$ cat src/rtl/lbp_window_sequencer.sv
// Fetch/write-back sequencer for the 3x3 LBP window: each step shifts the window one column
// and fetches only the three pixels of the incoming column, then strobes the LBP result out.
module lbp_window_sequencer #(
  parameter int IMG_W = 128,
  parameter int IMG_H = 128,
  parameter int AW    = 14
) (
  input  logic          clk,
  input  logic          reset,
  input  logic          gray_ready,
  output logic          gray_req,
  output logic [AW-1:0] gray_addr,
  output logic          win_shift,
  output logic [2:0]    win_load,
  output logic          lbp_en,
  output logic [AW-1:0] lbp_addr,
  output logic          lbp_valid,
  output logic          finish
);

  typedef enum logic [2:0] {IDLE, F0, F1, F2, LD, CALC, WR, DONE} state_t;

  localparam logic [AW-1:0] W_A    = AW'(IMG_W);
  localparam logic [AW-1:0] C_LAST = AW'(IMG_W - 1);
  localparam logic [AW-1:0] R_LAST = AW'(IMG_H - 2);
  localparam logic [AW-1:0] ONE    = AW'(1);
  localparam logic [AW-1:0] TWO    = AW'(2);

  state_t        state, state_d;
  logic [AW-1:0] r, r_d;
  logic [AW-1:0] c, c_d;
  logic [1:0]    k, k_d;
  logic [AW-1:0] gray_addr_d, lbp_addr_d;

  always_comb begin
    state_d = state;
    r_d     = r;
    c_d     = c;
    k_d     = k;
    case (state)
      IDLE: if (gray_ready) begin
        state_d = F0;
        r_d     = ONE;
        c_d     = '0;
        k_d     = '0;
      end
      F0: begin
        state_d = F1;
        k_d     = 2'd1;
      end
      F1: begin
        state_d = F2;
        k_d     = 2'd2;
      end
      F2: begin
        state_d = LD;
        k_d     = 2'd0;
      end
      LD: if (c >= TWO) begin
        state_d = CALC;
      end else begin
        state_d = F0;
        c_d     = c + ONE;
      end
      CALC: state_d = WR;
      WR: if (c < C_LAST) begin
        state_d = F0;
        c_d     = c + ONE;
      end else if (r < R_LAST) begin
        state_d = F0;
        c_d     = '0;
        r_d     = r + ONE;
      end else begin
        state_d = DONE;
      end
      DONE: state_d = DONE;
      default: state_d = IDLE;
    endcase
  end

  // Addresses are computed from the next-state counters and registered, so they are
  // valid in the very cycle the request/strobe is decoded and hold their value otherwise.
  assign gray_addr_d = (r_d - ONE + AW'(k_d)) * W_A + c_d;
  assign lbp_addr_d  = r_d * W_A + c_d - ONE;

  always_ff @(posedge clk or negedge reset) begin
    if (!reset) begin
      state     <= IDLE;
      r         <= ONE;
      c         <= '0;
      k         <= '0;
      gray_addr <= '0;
      lbp_addr  <= '0;
    end else begin
      state <= state_d;
      r     <= r_d;
      c     <= c_d;
      k     <= k_d;
      if (state_d inside {F0, F1, F2}) gray_addr <= gray_addr_d;
      if (state_d == WR) lbp_addr <= lbp_addr_d;
    end
  end

  always_comb begin
    gray_req  = 1'b0;
    win_shift = 1'b0;
    win_load  = 3'b000;
    lbp_en    = 1'b0;
    lbp_valid = 1'b0;
    finish    = 1'b0;
    case (state)
      F0: begin
        gray_req  = 1'b1;
        win_shift = 1'b1;
      end
      F1: begin
        gray_req = 1'b1;
        win_load = 3'b001;
      end
      F2: begin
        gray_req = 1'b1;
        win_load = 3'b010;
      end
      LD:      win_load  = 3'b100;
      CALC:    lbp_en    = 1'b1;
      WR:      lbp_valid = 1'b1;
      DONE:    finish    = 1'b1;
      default: ;
    endcase
  end

endmodule

$ cat config.mk
export PLATFORM = sky130hd
export DESIGN_NAME = lbp_window_sequencer
export DESIGN_NICKNAME = d
export VERILOG_FILES = /design/src/rtl/lbp_window_sequencer.sv
export SDC_FILE = /design/constraint.sdc
export NUM_CORES = 1
export LEC_CHECK = 0
export ABC_AREA = 1
export BUFFER_PORTS_ARGS = -buffer_cell sky130_fd_sc_hd__buf_2
export CORE_ASPECT_RATIO = 0.5
export CORE_MARGIN = 3
export CORE_UTILIZATION = 25
export CTS_CLUSTER_DIAMETER = 40
export DETAILED_ROUTE_END_ITERATION = 8
export PLACE_DENSITY = 0.48
export SLEW_MARGIN = 20
export SYNTH_ARGS = -nofsm -noshare
export SYNTH_HDL_FRONTEND = slang
export SYNTH_SLANG_ARGS = --single-unit
$ cat constraint.sdc
create_clock -name clk -period 11.8 [get_ports clk]
set_clock_uncertainty 0.05 [all_clocks]
set_input_delay 0.59 -clock clk [delete_from_list [all_inputs] [get_ports clk]]
set_output_delay 0.59 -clock clk [all_outputs]
set_load 0.01 [all_outputs]
==> impl_results.md, run 1 <==
- Status: finished clean
- CTS Hold Bufs: 0
- RSZ-0062 raised after global routing: false
- HPWL after DPL: 7290 microns
- Area after DPL: 4400 sq um
- Yosys top cell area share: 37.7%
- Post-synth top cells: nand2_1 (127), inv_1 (97), dfrtp_1 (60), nor2_1 (37), ha_1 (34)
- Routed vias: 3242
- Inserted Diodes: 0
- Final min period: 4510 ps
- Synth Net Count: 560
- Gp weighted congestion: 0.848
- Inserted Clock Buffers: 9
- Die W: 184 microns
- Synth area leaders: dfrtp_1 (38%), nand2_1 (12%), ha_1 (11%)
- Worst Setup Start Kind: flip-flop
- Worst Path Max Fanout: 6
- Syn Std Cell Area: 3980 sq um
- Cell accounting for the most synthesized area: dfrtp_1
- Cell mode on critical path: nand2_1
- Number of flops mapped to enable cells by yosys: 0
- CTS root buf: clkbuf_16
- Row cnt: 31
- CP peak stage delay: 430 ps
- Critical Path RT: 11970 ps
- Final Core Density: 31.5%
- CP delay by family, top: adder cells
- CTS Buffer Depth: 2
- Final hold violations: 0
- Area growth, synth to finish: 18.7%
- Overall routing resource usage: 11.7%
- Main flop type after synthesis: dfrtp_1
- Slowest-stage cell, CP: dfrtp_1
- Vias in the first global route: 3240
- I/O Pins: 39
- Sequential fraction of the synthesis area: 38.4%
- Asr flop ratio synth: 100%
- CTS resizes: 0
- Worst Tran Pin Value: 814 ps
- Pre-antenna DRT Iters: 4
- Initial drt markers: 165
- Gr ovfl total: 0
- IO buf count: 38
- Final count of pins violating max slew: 0
- Finished Cell Area: 4730 sq um
- Initial antenna violation count: 0
- Final net count: 606
- Yosys cell types: 41
- MaxCap Viol Count: 0
- Upper clock frequency limit: 0.222 GHz
- Crit end category: flip-flop
- Buf/Inv on CP: 4
- DRC violations left: 0
- Reg-to-reg slack, setup: 7290 ps
- TNS Setup: 0 ps
- Post-CTS setup buffers: 0
- Die H: 95.3 microns
- Core area: 15000 sq um
- Yosys warnings: 0
- Final setup viols: 0
- Avg WL per Cell: 12.2 microns
- First-pass GRT wire length: 16100 microns
- Die Area: 17600 sq um
- Final Cycle Share: 38.2%
- CP Class: flip-flop to flip-flop
- Post-Syn Area per Cell: 7.66 sq um
- Htree depth: 3
- Vias per cell: 4.22
- Antenna violation net count after detailed routing: 0
- Final WL: 9390 microns
- Top-count cell post-synth: nand2_1
- Critical path arrival: 4680 ps
- Mapped Cells: 520
- TritonCTS clock tree: done
- HP Class: input pin to asynchronous set/reset pin
- Clock sinks: 61
- Synth Register Bits: 61
- Largest net degree at the start of global routing: 62
- Slew HR: 45.7%
- CTS clk-pin slew, worst paths: 50 ps
- Initial core utilization: 26.5%
- Share of layout cells above drive strength 1: 15.2%
- Skew-Pair Late Insertion Delay: 320 ps
worst paths after layout:
path | from | depth (start not counted) | to
min in group clk | r[8]$_DFFE_PN0P_ | 2 | r[8]$_DFFE_PN0P_
worst min register to register | r[8]$_DFFE_PN0P_ | 2 | r[8]$_DFFE_PN0P_
worst min-delay path | reset | 2 | lbp_addr[1]$_DFFE_PN0N_
worst max register to register | c[1]$_DFF_PN0_ | 29 | gray_addr[13]$_DFFE_PN0P_
worst max-delay path | c[1]$_DFF_PN0_ | 29 | gray_addr[13]$_DFFE_PN0P_
max in group asynchronous | reset | 2 | r[11]$_DFFE_PN0P_
state kept, by name, indices dropped and copies added, names as in the netlist:
register and count:
gray_addr 14, r 14, c 14, state 3, k 2, lbp_addr 14
cells by family (layout without fill, tap and decap cells):
group                      count (synthesis)  count (layout)  share of synthesized area, %
adders and majority gates                 37              37                          12.2
AOI/OAI and AO/OA                         78              78                          11.2
and+or+nand+nor                          214             214                          23.2
DFF                                       61              61                          38.4
buffers and inverters                    111             162                          10.9
xor gates and xnor gates                  19              19                          4.18
cells in the final DEF (no fill, tap or decap), types with 2 or more instances in the layout:
cell type  synthesis  final
nand3_1           27     27
nor2_2             5      5
nor2_4             3      3
nand3_2            2      2
inv_2              9      9
xnor2_1            9      9
clkinv_2           0      2
inv_1             97     97
xor2_1            10     10
fa_1               3      3
nor3_1             3      3
clkbuf_16          0      9
bufinv_16          0      2
a21oi_1           22     22
dfrtp_1           60     60
buf_4              0      2
nor2_1            37     37
nand2_2            6      6
buf_2              1     38
a21oi_2            2      2
o21ai_1           19     19
a21o_1             2      2
o21ai_0           20     20
clkbuf_8           0      2
nand2_1          127    127
ha_1              34     34
metal layers:
| metal | GRT usage [%] | share of wire, % | vias to the layer above | routed length [microns] |
|---|---|---|---|---|
| met2 | 17.4 | 40 | 43 | 3780 |
| met4 | 4.27 | 2.0 | 0 | 190 |
| met5 | 0 | 0 | - | 0 |
| met3 | 2.86 | 3.9 | 12 | 370 |
| met1 | 16.4 | 54 | 1458 | 5050 |
| li1 | - | - | 1729 | - |
stage by stage:
step | hold WS [ps] | instances | worst slack [ps]
after CTS | 413 | 769 | 7290
final | 392 | 769 | 7290
after global routing | 440 | 769 | 6810
after floorplan | 244 | 520 | 7730
after global placement | 399 | 753 | 7390
after detailed placement | 404 | 753 | 7300
final cells by class:
class                           count  area (sq um)
Inverter                          106           398
Clock buffer                       12           256
Sequential cell                    61          1530
Multi-Input combinational cell    348          2020
Timing Repair Buffer               40           205
Clock inverter                      4          70.1
Tap cell                          198           248
Fill cell                        1587         10300
Power of run 1 is not shown: default switching activity piles up to over one toggle a cycle in this logic, so the estimate is an artifact.
==> inputs of run 2 (changes only) <==
Settings changed: PLACE_DENSITY 0.48 to 0.5.
Clock period 11.8 ns to 3.9 ns, I/O delays scaled along.
==> run 2 against run 1 <==
Compared with the run above:
- cell area rose by 16%
- final cell count rose by 7.8%
- utilization rose by 4.9 points
- routed wire length rose by 11%
- setup slack got worse by 7200 ps
- non-clock buffer count rose by 60
- critical path type unchanged
- sequential share of layout area fell by 4.4 points
- maximum frequency rose by 20%
- critical path depth fell by 1
- critical endpoint unchanged
- first-iteration DRC count rose by 0.61%
- global-route usage rose by 0.61 points
==> impl_results.md, run 2 (synthesis results as in run 1) <==
- Status: finished clean
- Fillers: 1553
- Critical Path RT: 4080 ps
- Critical path arrival: 3940 ps
- CTS clk-pin slew, worst paths: 60 ps
- Initial core utilization: 26.5%
- Final Cycle Share: 96.5%
- Commonest non-fill, non-tap cell in the layout: nand2_1
- Final setup viols: 0
- Most frequent cells in the layout: nand2_1 (120), inv_1 (86), dfrtp_1 (59), buf_4 (59), buf_2 (38)
- Worst Path Max Fanout: 3
- Routed vias: 3539
- TritonCTS clock tree: done
- First-pass GRT wire length: 17100 microns
- Initial drt markers: 166
- Core area: 15000 sq um
- Upper clock frequency limit: 0.266 GHz
- Skew-Pair Late Insertion Delay: 330 ps
- Cell mode on critical path: nand2_1
- Die Area: 17600 sq um
- Final net count: 666
- HP Class: input pin to asynchronous set/reset pin
- Row cnt: 31
- Die H: 95.3 microns
- Gr ovfl total: 0
- Worst reg2reg startpoint: c[0]$_DFF_PN0_
- Pre-antenna DRT Iters: 4
- CP peak stage delay: 370 ps
- Vias per cell: 4.27
- I/O Pins: 39
- Avg WL per Cell: 12.5 microns
- Multi-input gate area: 2310 sq um
- Inserted Diodes: 0
- Reg2Reg Depth: 28
- HPWL after DPL: 7840 microns
- Clock sinks: 61
- Final min period: 3760 ps
- Crit end category: flip-flop
- R2r endpoint: gray_addr[13]$_DFFE_PN0P_
- Reg-to-reg slack, setup: 140 ps
- Share of layout cells above drive strength 1: 32.3%
- Final WL: 10400 microns
- Area growth, synth to finish: 37.3%
- CTS root buf: clkbuf_16
- Overall routing resource usage: 12.3%
- Worst Tran Pin Value: 634 ps
- Initial antenna violation count: 0
- Final count of pins violating max slew: 0
- Inserted Clock Buffers: 9
- Htree depth: 3
- Largest net degree at the start of global routing: 42
- Seq. cell area: 1530 sq um
- Gp weighted congestion: 0.882
- Slew HR: 57.7%
- DRC violations left: 0
- Antenna violation net count after detailed routing: 0
- Vias in the first global route: 3464
- Final hold violations: 0
- CP Class: flip-flop to flip-flop
- CTS Buffer Depth: 2
- IO buf count: 38
- RSZ-0062 raised after global routing: true
- Worst Setup Start Kind: flip-flop
- MaxCap Viol Count: 0
- Slowest-stage cell, CP: fa_2
- Die W: 184 microns
- Min Hold Slack: 308 ps
[run 2: how the worst max path moves through the flow]
stage	from	cells past startpoint	endpoint
finish	c[0]$_DFF_PN0_	28	gray_addr[13]$_DFFE_PN0P_
global route	c[0]$_DFF_PN0_	29	gray_addr[13]$_DFFE_PN0P_
CTS	c[1]$_DFF_PN0_	29	gray_addr[13]$_DFFE_PN0P_
detailed placement	c[0]$_DFF_PN0_	29	gray_addr[13]$_DFFE_PN0P_
global placement	c[0]$_DFF_PN0_	29	gray_addr[13]$_DFFE_PN0P_
floorplan	c[1]$_DFF_PN0_	28	gray_addr[13]$_DFFE_PN0P_
[run 2: what timing repair did]
action | in CTS | in global routing
hold buffers | 0 | 1
pin swaps | 15 | 26
hold endpoints to repair | 0 | 18
gates cloned | 0 | 0
setup buffers | 9 | 4
endpoints found under the setup margin | 2 | 6
resized for setup | 11 | 57
[run 2: metal layers]
layer,routed length [microns],up-vias,track usage (%)
met3,254,12,2.78
met4,155,0,4.09
met1,5490,1630,17.3
li1,-,1856,-
met5,0,-,0
met2,4480,41,18.8
[run 2: cell type report]
type | instances | area share [%]
well taps | 198 | 4.53
repair buffers | 100 | 12.5
flip-flops and latches | 61 | 28.0
clock buffers | 9 | 4.12
inverters | 106 | 7.28
multi-input cells | 348 | 42.3
clock inverters | 7 | 1.37
[run 2: worst max-delay path: cells and delay by family (launching register included)]
kind	cells	cell delay [ps]
compound gates	5	660
buf+inv	4	220
xor+xnor	2	340
fa+ha+maj	5	1140
flops	1	350
simple gates	12	910
[run 2: stage by stage]
stage               std cells  utilization, %  TNS, ps  setup WS, ps  area (sq um)
floorplan                 520               -    -19.2         -19.2          4000
finish                    829            36.4        0           137          5470
CTS                       823            34.4    -23.5         -23.5          5170
global placement          798            31.7    -11.3         -11.3          4760
global route              829            36.4     -243          -205          5470
detailed placement        798            31.7     -224          -133          4760
Power of run 2 is left out for the same reason.
